### config.mk
export PLATFORM = sky130hd
export DESIGN_NAME = pattern_serializer
export DESIGN_NICKNAME = d
export VERILOG_FILES = /design/src/rtl/pattern_serializer.sv
export SDC_FILE = /design/constraint.sdc
export NUM_CORES = 1
export LEC_CHECK = 0
export ABC_AREA = 1
export BUFFER_PORTS_ARGS = -buffer_cell sky130_fd_sc_hd__buf_2
export CORE_UTILIZATION = 25
export CTS_BUF_LIST = sky130_fd_sc_hd__clkbuf_8
export DETAILED_ROUTE_END_ITERATION = 16
export GPL_TIMING_DRIVEN = 0
export SLEW_MARGIN = 20
export SYNTH_ARGS = -nofsm -noshare
export SYNTH_HDL_FRONTEND = slang
export SYNTH_SLANG_ARGS = --single-unit
### constraint.sdc
create_clock -name clk -period 1.3 [get_ports clk]
set_input_delay 0.195 -clock clk [delete_from_list [all_inputs] [get_ports clk]]
set_output_delay 0.195 -clock clk [all_outputs]
set_load 0.02 [all_outputs]
### src/rtl/pattern_serializer.sv
// Latches a WIDTH-bit pattern and replays it bit by bit on a registered output.
// Each bit is held for div+1 cycles, in either direction, one-shot or looping.
module pattern_serializer #(
  parameter int         WIDTH      = 8,
  parameter int         IDX_W      = $clog2(WIDTH),
  parameter int         DIV_W      = 4,
  parameter logic       IDLE_LEVEL = 1'b0
) (
  input  logic             clk,
  input  logic             reset,
  input  logic             load,
  input  logic [WIDTH-1:0] pattern_in,
  input  logic             start,
  input  logic             mode,
  input  logic             dir,
  input  logic [DIV_W-1:0] div,
  input  logic             stop,
  output logic             out,
  output logic             busy,
  output logic             done
);

  typedef enum logic {IDLE, RUN} state_e;

  localparam logic [IDX_W-1:0] LAST_HI = IDX_W'(WIDTH - 1);

  state_e           state_q;
  logic [WIDTH-1:0] pattern_q;
  logic [IDX_W-1:0] idx_q;
  logic [DIV_W-1:0] hold_q;
  logic [DIV_W-1:0] div_q;
  logic             mode_q;
  logic             dir_q;
  logic             out_q;
  logic             done_q;

  logic [WIDTH-1:0] launch_pat_d;
  logic [IDX_W-1:0] launch_idx_d;
  logic [IDX_W-1:0] wrap_idx_d;
  logic [IDX_W-1:0] idx_d;
  logic             last_bit_d;
  logic             hold_done_d;

  // A same-cycle load is forwarded so playback starts on the new pattern.
  always_comb begin
    launch_pat_d = load ? pattern_in : pattern_q;
    launch_idx_d = dir ? LAST_HI : '0;
    wrap_idx_d   = dir_q ? LAST_HI : '0;
    last_bit_d   = dir_q ? (idx_q == '0) : (idx_q == LAST_HI);
    hold_done_d  = (hold_q == div_q);
    if (last_bit_d) begin
      idx_d = wrap_idx_d;
    end else begin
      idx_d = dir_q ? idx_q - IDX_W'(1) : idx_q + IDX_W'(1);
    end
  end

  // NOTE: sequential state uses non-blocking assignments only, so every
  // register reads the pre-edge value of every other register.
  always_ff @(posedge clk) begin
    done_q <= 1'b0;
    if (reset) begin
      state_q   <= IDLE;
      pattern_q <= '0;
      idx_q     <= '0;
      hold_q    <= '0;
      div_q     <= '0;
      mode_q    <= 1'b0;
      dir_q     <= 1'b0;
      out_q     <= IDLE_LEVEL;
    end else begin
      case (state_q)
        IDLE: begin
          if (load) pattern_q <= pattern_in;
          if (start) begin
            state_q <= RUN;
            mode_q  <= mode;
            dir_q   <= dir;
            div_q   <= div;
            hold_q  <= '0;
            idx_q   <= launch_idx_d;
            out_q   <= launch_pat_d[launch_idx_d];
          end
        end
        RUN: begin
          if (stop) begin
            state_q <= IDLE;
            out_q   <= IDLE_LEVEL;
          end else if (!hold_done_d) begin
            hold_q <= hold_q + DIV_W'(1);
          end else if (last_bit_d && !mode_q) begin
            state_q <= IDLE;
            out_q   <= IDLE_LEVEL;
            hold_q  <= '0;
            done_q  <= 1'b1;
          end else begin
            hold_q <= '0;
            idx_q  <= idx_d;
            out_q  <= pattern_q[idx_d];
          end
        end
        default: state_q <= IDLE;
      endcase
    end
  end

  assign out  = out_q;
  assign busy = (state_q == RUN);
  assign done = done_q;

endmodule

* After elaboration in Yosys (flattened, before gate mapping)
Index checks and enable logic that the tools add are counted.
** Word-level totals
- Output and inout bits :: 3
- Bits of input ports :: 19
- Bits in registers :: 24
- Bits in read-only memories :: 0
- Bits in latches :: 0
- Logic and storage cells :: 61
- RAM bits :: 0
- Memories :: 0
** Operators by class
- Reductions and logical operators :: 8
- Shifts and indexed selects :: 0
- Bitwise logic cells :: 2
- Eq/ne operators :: 7
- Multipliers :: 0
- Magnitude comparators :: 2
- Add/sub/neg operators :: 3
- Divide/modulo/power cells :: 0
- Muxes and demuxes :: 30
** Operators with widths (count)
- $mux W3 :: 8
- $mux W1 :: 12
- $mux W4 :: 3
- $lt A3 B4 Y1 const B :: 2
- $mux W8 :: 1
- $pmux W4 S2 :: 1
- $bmux W1 S3 :: 2
- $ne A2 B2 Y1 const B :: 3
- $pmux W3 S2 :: 1
- $reduce_and A2 Y1 :: 3
- $add A4 B1 Y4 const B :: 1
- $eq A4 B4 Y1 :: 1
- $pmux W1 S2 :: 2
- $reduce_and A4 Y1 :: 1
- $reduce_or A4 Y1 :: 1
- $add A3 B1 Y3 const B :: 1
- $eq A3 B3 Y1 const B :: 1
- $logic_not A3 Y1 :: 1
- $ne A3 B2 Y1 const B :: 1
- $sub A3 B1 Y3 const B :: 1
- $ne A2 B1 Y1 const B :: 1
- $not A1 Y1 :: 2
- $logic_and A1 B1 Y1 :: 1
- $logic_not A1 Y1 :: 1

* Longest topological paths before layout
- Depth in word-level cells :: 9
- Mapped depth :: 11
- Mapped depth without buffers :: 11

* Worst setup path after synthesis
Ideal clock, no wire load.
- Path type :: reg-to-reg
- Start :: register idx_q[0]
- End :: register out_q (netlist: out)
- Required time :: 1.230 ns
- Arrival :: 1.316 ns
- Path slack :: -0.085 ns
- Stages on the path, launching flop included :: 10
- Setup time :: 0.070 ns
- Path through :: dfxtp_1 > fa_1 > inv_1 > nand2_1 > nand2_1 > nand2_1 > nand2_1 > nand2_1 > nand3_1 > a21oi_1
** On the way
- Cells in the longest elaborated chain, start to end :: 9
- Elaborated cells between the ends (all ways) :: 14
- Classes of those cells :: 2 x add/sub; 1 x eq/ne; 9 x mux; 2 x reduce/logical
** Ends and longest elaborated chain
- from (decl) :: line 29 : logic [IDX_W-1:0] idx_q;
- from (signal assigned) :: line 81 : idx_q <= launch_idx_d;
- from (signal assigned) :: line 98 : idx_q <= idx_d;
- $add A3 B1 Y3 (tied with other cells) :: line 54 : idx_d = dir_q ? idx_q - IDX_W'(1) : idx_q + IDX_W'(1);
- $mux W3 or $mux W1 (tied branches) :: line 54, 49
- $mux W3 :: line 51 : if (last_bit_d) begin
- $bmux W1 S3 :: line 99 : out_q <= pattern_q[idx_d];
- $mux W1 (implied by the code) :: line 99
- $mux W1 * :: line 91 : end else if (last_bit_d && !mode_q) begin
- $mux W1 * :: line 89 : end else if (!hold_done_d) begin
- $mux W1 * :: line 86 : if (stop) begin
- $pmux W1 S2 * :: line 72 : case (state_q)
- to (signal assigned) :: line 82 : out_q <= launch_pat_d[launch_idx_d];
- to (signal assigned) :: line 99
- to (decl) :: line 34 : logic out_q;
Every way passes the cells marked *; elsewhere a longest branch is shown, timed or not. The select of a mux whose other input is x is not followed.
A chain may end at the register's enable or synchronous reset.

* Worst setup path after layout
Same ends and word-level chain as after synthesis.

==> impl_metrics.py <==
metrics = {
    "outcome": {
        "outcome": "complete, but fails checks",
        "violations": "negative setup slack",
    },
    "min_path": {
        "min_path_cells": 2,
        "min_path_type": "input port to register",
    },
    "pwr": {
        "cellInternalPower_mw": 1.35,
        "p_sw_mw": 0.696,
        "seqPwrFrac_pct": 42.7,
        "p_comb_share_pct": 31.6,
        "switching_share_pct": 34.1,
        "p_leak_nw": 0.810,
        "pwr_density_cell_nw_per_um2": 1210,
        "peakVddDrop_mv": 0.585,
        "total_power_mw": 2.04,
        "pwr-share-clk_pct": 25.7,
    },
    "clock_network": {
        "htreeDepth": 1,
        "clkTransAtPathRegs_ps": 90,
        "cts_sinks": 24,
        "root_buffer": "clkbuf_8",
        "cts_buffers": 3,
        "cts_tree": "done",
        "clk_latency_ps": 270,
        "clk_path_buf_depth": 2,
    },
    "global_route": {
        "grt_remaining_overflow": 0,
        "track_usage_pct": 11.7,
        "grt_max_degree": 14,
        "grt_pass1_vias": 1125,
        "grt_antenna_before_repair": 0,
        "grt_pass1_wl_mm": 4.93,
    },
    "floorplan": {
        "dieHeight_um": 73.4,
        "die_area_um2": 5390,
        "fp.dieW_um": 73.4,
        "row_count": 25,
        "core_area_um2": 4820,
        "initial_core_util_pct": 26.5,
        "pin_count": 22,
    },
    "timing": {
        "final.setup_skew_ps": 1.96,
        "finalMaxSlewViolations": 0,
        "min_period_ps": 1520,
        "rsz0062_at_grt": "yes",
        "hold_viol": 0,
        "setup_violations": 7,
        "fin_hold_ws_ps": 83.7,
        "final.period_utilization_pct": 117,
        "fmaxAchievable_ghz": 0.660,
        "max_slew.worst_pin.slew_ps": 451,
        "timing.final.ws_setup_ps": -216,
        "slew_headroom_pct": 69.9,
    },
    "critical_path": {
        "crit_arrival_ps": 1730,
        "critPathKind": "register to register",
        "cp-end-kind": "register",
        "crit_family": "adder cells",
        "path_depth": 9,
        "max_stage_delay_ps": 540,
        "worst_setup_path_start_kind": "register",
        "cp_max_fo": 3,
        "cp_num_buf_inv": 1,
        "cpMaxStageDelayCell": "fa_1",
        "path_cells": "fa_1 > inv_1 > nand2_2 > nand2_2 > nand2_1 > nand2_1 > nand2_1 > nand3_2 > a21oi_2",
        "reg2regPathDepth": 9,
        "crit_required_ps": 1520,
        "crit_top_cell": "nand2_1",
    },
    "synthesis": {
        "ys_types": 28,
        "syn_nets": 213,
        "yosysWarnings": 0,
        "syn_area_um2": 1270,
        "ys_seq_area_share_pct": 37.7,
        "ys_ff_latch": 24,
        "syn_avg_cell_area_um2": 6.64,
        "netlist_instances": 192,
    },
    "placement": {
        "place_ws_ps": -249,
        "gp_congestion": 0.756,
        "dp.final_hpwl_mm": 2.07,
        "dpl_cell_area_um2": 1470,
        "io_buffers": 21,
    },
    "final_layout": {
        "layout-drive-gt1-share_pct": 32.4,
        "utilization_pct": 34.9,
        "area_growth_pct": 31.8,
        "final_area_um2": 1680,
        "insertedDiodeCount": 0,
        "nets": 247,
    },
    "job": {
        "maxCapViolations": 0,
    },
    "detailed_routing": {
        "post_drt_wl_per_cell_um": 10.1,
        "vias": 1235,
        "wirelength_mm": 2.96,
        "drtIter0Drc": 50,
        "ant_nets": 0,
        "route.detailed.drc": 0,
        "viasPerCell": 4.23,
        "drt-pass1-iter-count": 4,
    },
}
synthesized netlist by cell type:
cell / number / share of area, %
clkbuf_1: 2 / 0.59
inv_2: 3 / 0.88
xor2_1: 5 / 3.4
or2_2: 2 / 0.98
nand3_1: 5 / 2.0
nand2_4: 1 / 0.88
inv_1: 16 / 4.7
inv_4: 1 / 0.49
nor2_2: 4 / 2.0
nor2_4: 1 / 0.88
a21oi_1: 7 / 2.7
dfxtp_1: 24 / 38
fa_1: 1 / 1.6
ha_1: 1 / 0.98
a21oi_2: 1 / 0.69
o21ai_0: 20 / 7.9
buf_4: 1 / 0.59
nor4_1: 1 / 0.49
nand3_2: 1 / 0.79
or2_0: 2 / 0.98
clkinv_1: 1 / 0.29
a211oi_1: 1 / 0.59
and2_1: 1 / 0.49
nand4_1: 1 / 0.49
nand2_1: 48 / 14
nor3_1: 1 / 0.39
nor2_1: 39 / 11
nand4_2: 1 / 0.98
worst register-to-register path, stage by stage (launching register included):
cell and delay, ps:
dfxtp_2 340, fa_1 540, inv_1 60, nand2_2 80, nand2_2 70, nand2_1 60
nand2_1 50, nand2_1 70, nand3_2 90, a21oi_2 120
area by class of cell:
class                           instances  area [µm²]
Inverter                               21        85.1
Multi-Input combinational cell        144         786
Timing Repair Buffer                   30         173
Sequential cell                        24         490
Fill cell                             534        3140
Tap cell                               67        83.8
Clock buffer                            4        55.1
Buffer                                  2        7.51
state kept, by name, indices dropped and copies added, names as in the netlist:
register   count
div_q          4
pattern_q      8
dir_q          1
done           1
busy           1
out            1
hold_q         4
mode_q         1
idx_q          3
layer usage:
layer | vias to the layer above | global-route usage (%) | part of all wire, %
met4 | 0 | 5.77 | 2.5
met2 | 18 | 18.1 | 45
met1 | 541 | 15.8 | 50
met5 | - | 0 | 0
met3 | 7 | 1.92 | 3.1
li1 | 669 | - | -
power by group through the flow:
| stage | clock network, mW | logic [mW] | registers [mW] |
|---|---|---|---|
| after floorplan | 0 | 0.376 | 0.874 |
| after global placement | 0 | 0.500 | 0.877 |
| after detailed placement | 0 | 0.505 | 0.876 |
| after CTS | 0.535 | 0.603 | 0.868 |
| after global routing | 0.551 | 0.728 | 0.881 |
| final | 0.525 | 0.645 | 0.871 |
kinds of logic (layout without fill, tap and decap cells):
| logic type | after synthesis | in the layout | synth area share [%] |
|---|---|---|---|
| compound gates | 29 | 29 | 11.9 |
| xor+xnor | 5 | 5 | 3.43 |
| fa+ha+maj | 2 | 2 | 2.55 |
| buf+inv | 24 | 57 | 7.56 |
| flops | 24 | 24 | 37.7 |
| simple gates | 108 | 108 | 36.9 |
what timing repair did:
action	4_1_cts	5_1_grt
pin swaps	10	5
setup endpoints to repair	16	11
resized for setup	21	13
buffers inserted	7	2
hold buffers	0	0
cloned	0	0
metrics by stage:
stage,instances,setup TNS (ps)
after floorplan,192,-141
after global placement,280,-1520
after detailed placement,280,-1630
after CTS,291,-813
after global routing,292,-1430
final,292,-719
worst paths after layout:
path,start,end,slack [ps]
worst min-delay path,reset,pattern_q[0],80
worst max register to register,idx_q[0],out,-220
worst min register to register,pattern_q[6],pattern_q[6],460
worst max-delay path,idx_q[0],out,-220
layout by cell type (no fill, tap or decap), drive strengths merged, types with 2 or more instances in the layout:
cell type,count
xor2,5
nand3,6
dfxtp,24
a21oi,8
inv,20
nor2,44
buf,30
nand2,49
o21ai,20
nand4,2
clkbuf,6
or2,4
Note: power is estimated with default switching activity, not from simulation.
